--- config.mk ---
export PLATFORM = sky130hd
export DESIGN_NAME = common_lru_victim_alloc
export DESIGN_NICKNAME = d
export VERILOG_FILES = /design/src/rtl/common_lru_pkg.sv /design/src/rtl/macro_decoder_bin_onehot.sv /design/src/rtl/common_lru_victim_alloc.sv
export SDC_FILE = /design/constraint.sdc
export NUM_CORES = 1
export LEC_CHECK = 0
export CORE_AREA = 2 2 39 41
export DETAILED_ROUTE_END_ITERATION = 16
export DIE_AREA = 0 0 41 43
export PLACE_DENSITY = 0.66
export SETUP_SLACK_MARGIN = 0.4
export SLEW_MARGIN = 20
export SYNTH_ARGS = -nofsm -noshare
export SYNTH_HDL_FRONTEND = slang
export SYNTH_HIERARCHICAL = 1
export SYNTH_SLANG_ARGS = --single-unit
--- constraint.sdc ---
create_clock -name clk -period 1.5 [get_ports clk]
set_input_delay 0.15 -clock clk [delete_from_list [all_inputs] [get_ports clk]]
set_output_delay 0.15 -clock clk [all_outputs]
set_load 0.03 [all_outputs]
--- src/rtl/common_lru_pkg.sv ---
// Shared definitions for the pseudo-LRU victim allocator: FSM encoding and default sizing.
package common_lru_pkg;

    localparam int unsigned WAY_COUNT_LOG2_DEFAULT = 2;

    localparam logic [1:0] IDLE      = 2'd0;
    localparam logic [1:0] ISSUE     = 2'd1;
    localparam logic [1:0] WAIT_FILL = 2'd2;

endpackage

--- src/rtl/macro_decoder_bin_onehot.sv ---
// Binary to one-hot decoder.
module macro_decoder_bin_onehot #(
    parameter int unsigned INPUT_WIDTH = 2
) (
    input  logic [INPUT_WIDTH-1:0]      bin,
    output logic [(1<<INPUT_WIDTH)-1:0] onehot
);

    always_comb begin
        onehot      = '0;
        onehot[bin] = 1'b1;
    end

endmodule

--- src/rtl/common_lru_victim_alloc.sv ---
// Victim allocator: latches the tracker's victim on a miss, hands it to the refill engine,
// and is the sole writer of one-hot touches (fill completions and hits) back to the tracker.
module common_lru_victim_alloc
    import common_lru_pkg::*;
#(
    parameter int unsigned WAY_COUNT_LOG2 = WAY_COUNT_LOG2_DEFAULT
) (
    input  logic                         clk,
    input  logic                         reset,
    input  logic                         hit_valid,
    input  logic [WAY_COUNT_LOG2-1:0]    hit_way,
    input  logic                         miss_valid,
    output logic                         miss_ready,
    output logic                         refill_valid,
    output logic [WAY_COUNT_LOG2-1:0]    refill_way,
    input  logic                         refill_ready,
    input  logic                         refill_done,
    input  logic [WAY_COUNT_LOG2-1:0]    lru_qaddr,
    output logic [(1<<WAY_COUNT_LOG2)-1:0] lru_waddr,
    output logic                         lru_wen,
    output logic                         busy
);

    localparam int unsigned WAYS = 1 << WAY_COUNT_LOG2;

    logic [1:0]                state_q, state_d;
    logic [WAY_COUNT_LOG2-1:0] victim_q, victim_d;
    logic                      miss_ready_q, miss_ready_d;
    logic                      wen_q;
    logic [WAYS-1:0]           waddr_q, waddr_d;
    logic                      fill_touch, touch;
    logic [WAY_COUNT_LOG2-1:0] touch_idx;
    logic [WAYS-1:0]           touch_onehot;

    // A completed fill takes priority over a same-cycle hit touch.
    assign fill_touch = (state_q == WAIT_FILL) && refill_done;
    assign touch      = fill_touch || hit_valid;
    assign touch_idx  = fill_touch ? victim_q : hit_way;

    macro_decoder_bin_onehot #(
        .INPUT_WIDTH (WAY_COUNT_LOG2)
    ) u_touch_dec (
        .bin    (touch_idx),
        .onehot (touch_onehot)
    );

    always_comb begin
        state_d  = state_q;
        victim_d = victim_q;
        case (state_q)
            IDLE: begin
                if (miss_valid && miss_ready_q) begin
                    state_d  = ISSUE;
                    victim_d = lru_qaddr;
                end
            end
            ISSUE: begin
                if (refill_ready) state_d = WAIT_FILL;
            end
            WAIT_FILL: begin
                if (refill_done) state_d = IDLE;
            end
            default: state_d = IDLE;
        endcase
    end

    // Hold off misses while a touch lands so lru_qaddr is up to date when sampled.
    assign miss_ready_d = (state_d == IDLE) && !touch;
    assign waddr_d      = touch ? touch_onehot : '0;

    always_ff @(posedge clk or negedge reset) begin
        if (!reset) begin
            state_q      <= IDLE;
            victim_q     <= '0;
            miss_ready_q <= 1'b0;
            wen_q        <= 1'b0;
            waddr_q      <= '0;
        end else begin
            state_q      <= state_d;
            victim_q     <= victim_d;
            miss_ready_q <= miss_ready_d;
            wen_q        <= touch;
            waddr_q      <= waddr_d;
        end
    end

    assign miss_ready   = miss_ready_q;
    assign refill_valid = (state_q == ISSUE);
    assign refill_way   = victim_q;
    assign lru_wen      = wen_q;
    assign lru_waddr    = waddr_q;
    assign busy         = (state_q != IDLE);

endmodule
==> Word-level counts from Yosys, hierarchy flattened <==
Cells that the tools add are included.
{ "totals": {"regBits": 10, "out_inout_bits": 10, "inputBits": 10, "wordCells": 27} }
{ "op_classes": {"eq_ne": 2, "n_mux": 8, "n_reduce_logical": 10, "magnitude_cmp": 2} }
{ "ops": {"columns": ["cell", "n"], "rows": [
  ["$mux W2", 4],
  ["$pmux W2 S3", 1],
  ["$logic_and A1 B1 Y1", 4],
  ["$logic_not A2 Y1", 2],
  ["$mux W4", 1],
  ["$lt A2 B3 Y1 const B", 1],
  ["$demux W1 S2", 1],
  ["$eq A2 B1 Y1 const B", 1],
  ["$eq A2 B2 Y1 const B", 1],
  ["$ge A2 B1 Y1 const B", 1],
  ["$reduce_and A2 Y1", 1],
  ["$reduce_bool A2 Y1", 1],
  ["$logic_not A1 Y1", 1],
  ["$logic_or A1 B1 Y1", 1],
  ["$mux W1", 1]
]} }

==> Logic depth before layout (Yosys ltp) <==
{ "depth": {"word_depth": 8, "mapped_depth": 4, "depth_no_buf": 4} }

==> Cells and area by module <==
The synthesis kept the hierarchy.
{ "by_module_without_submodules": {"columns": ["module", "seq_area_each_um2", "area_each_um2", "n_inst", "cells_each"], "rows": [
  ["common_lru_victim_alloc", 250.2, 415.4, 1, 32],
  ["macro_decoder_bin_onehot", 0.0, 26.3, 1, 4]
]} }

==> Least setup slack after synthesis <==
No wires, ideal clock.
{ "synth_timing": {"kind": "register to register", "startpoint": "register state_q[0]", "endpoint": "register waddr_q[1] (netlist: lru_waddr[1])", "slack_ns": 0.088, "arrival_time_ns": 1.278, "n_path_buf": 0, "path_stages_with_launch": 5, "path_cell_list": "dfrtp_1 -> nand3b_1 -> mux2_2 -> and2b_2 -> a21boi_0"} }
{ "synth_via": {"elab_chain_cells": 8, "word_cells_on_any_way": 10, "classes_between": "order compare (2); eq/ne (1); mux (4); reduce/logical (3)"} }
{ "synth_lines": {"columns": ["item", "line_no", "text"], "rows": [
  ["start: declaration", "common_lru_victim_alloc.sv:26", "logic [1:0] state_q, state_d;"],
  ["start signal: assignment", "common_lru_victim_alloc.sv:79", "state_q <= state_d;"],
  ["$eq A2 B2 Y1 (*)", "common_lru_victim_alloc.sv:36", "assign fill_touch = (state_q == WAIT_FILL) && refill_done;"],
  ["$logic_and A1 B1 Y1 (*)", "common_lru_victim_alloc.sv:36", null],
  ["$mux W2 (*)", "common_lru_victim_alloc.sv:38", "assign touch_idx = fill_touch ? victim_q : hit_way;"],
  ["net touch_idx[0]", "common_lru_victim_alloc.sv:32", "logic [WAY_COUNT_LOG2-1:0] touch_idx;"],
  ["$lt A2 B3 Y1 (implied by the code) / $ge A2 B1 Y1 (equally long branches)", "macro_decoder_bin_onehot.sv:11", "onehot[bin] = 1'b1;"],
  ["$logic_and A1 B1 Y1 (implied by the code)", "macro_decoder_bin_onehot.sv:11", null],
  ["$mux W1 (implied by the code)", "macro_decoder_bin_onehot.sv:11", null],
  ["$demux W1 S2 (*)", null, null],
  ["net touch_onehot[1]", "common_lru_victim_alloc.sv:33", "logic [WAYS-1:0] touch_onehot;"],
  ["$mux W4 (*)", "common_lru_victim_alloc.sv:69", "assign waddr_d = touch ? touch_onehot : '0;"],
  ["net waddr_d[1]", "common_lru_victim_alloc.sv:30", "logic [WAYS-1:0] waddr_q, waddr_d;"],
  ["end signal: assignment", "common_lru_victim_alloc.sv:83", "waddr_q <= waddr_d;"],
  ["end: declaration", "common_lru_victim_alloc.sv:30", null]
]} }
Mark *: on every way through the listed nets, which the timed path passes. The rest lies on a longest branch.
A chain may end at the register's enable or synchronous reset.

==> Worst setup path in the final report <==
Same ends and word-level chain as after synthesis.

==> results.md <==
- Run status: completed
- Start-to-end type of the worst setup path: reg -> reg
- Worst r2r src: state_q[0]
- Sinks on Clock Net: 10
- Overall routed net length: 1030 um
- Maximum fanout along the worst path: 4
- Setup crit start kind: register
- Pre-antenna DRT Iters: 1
- Remaining max-slew budget at the tightest pin: 0.697
- Cell area after technology mapping: between 400 and 500 um2
- Unrepaired setup endpoints after global routing: yes
- Nets in the synthesized netlist: 46
- Fin worst setup slack: 0.0250 ns
- Number of maximum-capacitance violations: 0
- Remaining antenna violation count after routing: 0
- Storage cell area: 251 um2
- Reported leakage power: 0.365 nW
- Antenna violations before repair: 0
- Final setup violating endpoints: 0
- Yosys warnings: 6
- DRC errors left: 0
- Number of input and output port buffers inserted: 19
- Placeable core area: 1380 um2
- Area of all placed cells without fillers: 783 um2
- Average via count per standard cell: 4.72
- Final Max Slew Viols: 0
- Number of filler cells placed in the layout: 130
- Width of the die: 41 um
- Maximum clock insertion buffer count: 2
- Post-layout instance count excluding filler cells: 83
- Mean Syn Cell Area: 12.3 um2
- Source of the critical timing path: state_q[0]
- Number of I/O pins: 20
- Placed instance area: around 680 um2
- Cells on worst reg2reg path: 4
- Overall die height: 43 um
- Via count of the first global-routing pass: ~370
- Cell count after synthesis: 36
- Number of buffers created by CTS: 3
- Crit share post-route: 0.983
- Reg-to-Reg End: lru_waddr[1]
- Count of unique library cells instantiated by Yosys: 17
- Power per unit of standard cell area: 1810 nW/um2
- Clock H-tree levels: 1
- Sum of negative setup slack: 0 ns
- Arrival @ worst endpoint: 1.65 ns
- HPWL reported at the end of detailed placement: 690 um
- Routed via count: 392
- Kind of path behind the tightest hold check: in -> async
- Post-route clock skew: roughly 0.0075 ns
- Area growth from synthesis to final layout: 77.3%
- Routability congestion estimate from global placement: ~0.7
- TritonCTS clock tree: yes
- Largest net degree at the start of global routing: 11
- Pre-CTS setup slack: -0.160 ns
- Number of design-rule violations left by the first detailed-router iteration: 0
- Number of buffers inserted by hold repair at cts: 0
- Effective utilization at floorplan: 0.319
- Placed cell count: 73
- Die area: 1760 um2
- Global-route wire length before repair: 1500 um
- Critical Path End Type: register
- Design Power: 1.42 mW
- Combined area of the multi-input logic cells: 218 um2
- NumNets Final: 78
- Smallest hold slack: 0.203 ns
- Row count: 14
- Aggregate global routing overflow: 0
- CTS root buf: clkbuf_4
- Register area share after synthesis: 0.567
- Clock insertion delay at the later pin of the skew report: 0.26 ns
- Final period demand of the worst path: 1.47 ns
- Avg WL per Cell: 12.5 um
- Overall global routing resource usage: 0.134
- Register-to-Register Setup Slack: 0.03 ns
- Number of flip-flops and latches in the synthesized netlist: 10
- Worst-path clk slew: 0.07 ns
- Required time of the critical path: 1.68 ns
- Slew of the pin with the lowest slew margin: approximately 0.45 ns
- Share of post-route cells with drive strength above 1: 0.507
- Number of diodes: 0
- Hold violation count in the final report: 0
- Final cell utilization of the core: 0.566
- Achievable clock frequency: 0.678 GHz
- Peak supply drop: ~750 uV
## state kept, by name, indices dropped and copies added (netlist names)
signal      count
state_q         2
miss_ready      1
lru_wen         1
refill_way      2
lru_waddr       4
## routing by layer
layer,part of all wire,wire length (um),vias up,global-route usage
met5,0,0,-,0
met4,0.014,14,0,0.0800
met3,0.040,41,2,0.0471
met2,0.57,594,11,0.219
met1,0.37,383,192,0.136
li1,-,-,187,-
## worst max path at each step
| stage | endpoint |
|---|---|
| 6_report | lru_waddr[1] |
| 5_1_grt | lru_waddr[1] |
| 4_1_cts | busy |
| 3_5_place_dp | lru_waddr[1] |
| 3_3_place_gp | lru_waddr[1] |
| 2_1_floorplan | lru_waddr[1] |
## synth_stat cells
master / number / share of area
dfrtp_1: 10 / 0.57
a21boi_0: 4 / 0.068
a21oi_1: 2 / 0.023
mux2_1: 2 / 0.051
mux2_2: 2 / 0.051
nand2_1: 2 / 0.017
nand3b_1: 2 / 0.034
nor2_1: 2 / 0.017
nor2b_1: 2 / 0.028
a211o_1: 1 / 0.020
a22o_1: 1 / 0.020
and2_2: 1 / 0.017
and2b_2: 1 / 0.020
and4bb_1: 1 / 0.028
inv_1: 1 / 0.0085
or2_2: 1 / 0.014
or2b_1: 1 / 0.017
## area by class of cell
| type | count | area share |
|---|---|---|
| flip-flops and latches | 10 | 0.321 |
| inverters | 1 | 0.00479 |
| clock buffers | 4 | 0.0335 |
| multi-input cells | 25 | 0.278 |
| well taps | 16 | 0.0256 |
| repair buffers | 27 | 0.337 |
## cell usage in the layout (no fill, tap or decap), types with 2 or more instances in the layout
| cell type | instances |
|---|---|
| a21oi_2 | 2 |
| nor2_1 | 2 |
| a21boi_1 | 2 |
| mux2_4 | 3 |
| buf_6 | 9 |
| nand2_1 | 2 |
| clkdlybuf4s15_2 | 4 |
| dfrtp_1 | 9 |
| buf_2 | 3 |
| clkbuf_4 | 3 |
| nand3b_1 | 2 |
| clkdlybuf4s50_1 | 9 |
## kinds of logic (layout without fill, tap and decap cells)
kind of cell | Yosys count | after routing | share of synthesized area
flops | 10 | 10 | 0.567
mux | 4 | 4 | 0.102
buf+inv | 1 | 32 | 0.00849
compound gates | 8 | 8 | 0.130
simple gates | 13 | 13 | 0.193
## where the power goes
part	internal (mW)	switching (mW)	total (mW)
registers	0.350	0.0603	0.410
clock network	0.102	0.0863	0.189
logic	0.443	0.377	0.820
total	0.895	0.524	1.42
## repair_timing
action | in CTS | in global routing
pin swaps | 1 | 3
setup endpoints to repair | 16 | 11
cloned | 0 | 0
buffers inserted | 4 | 2
gates resized for setup | 38 | 23
## worst max-delay path: stages (launching register included)
cell	delay, ns
dfrtp_1	0.41
nand3b_1	0.26
mux2_4	0.36
and2b_2	0.21
a21boi_1	0.15
Power figures use the tool's default switching activity.
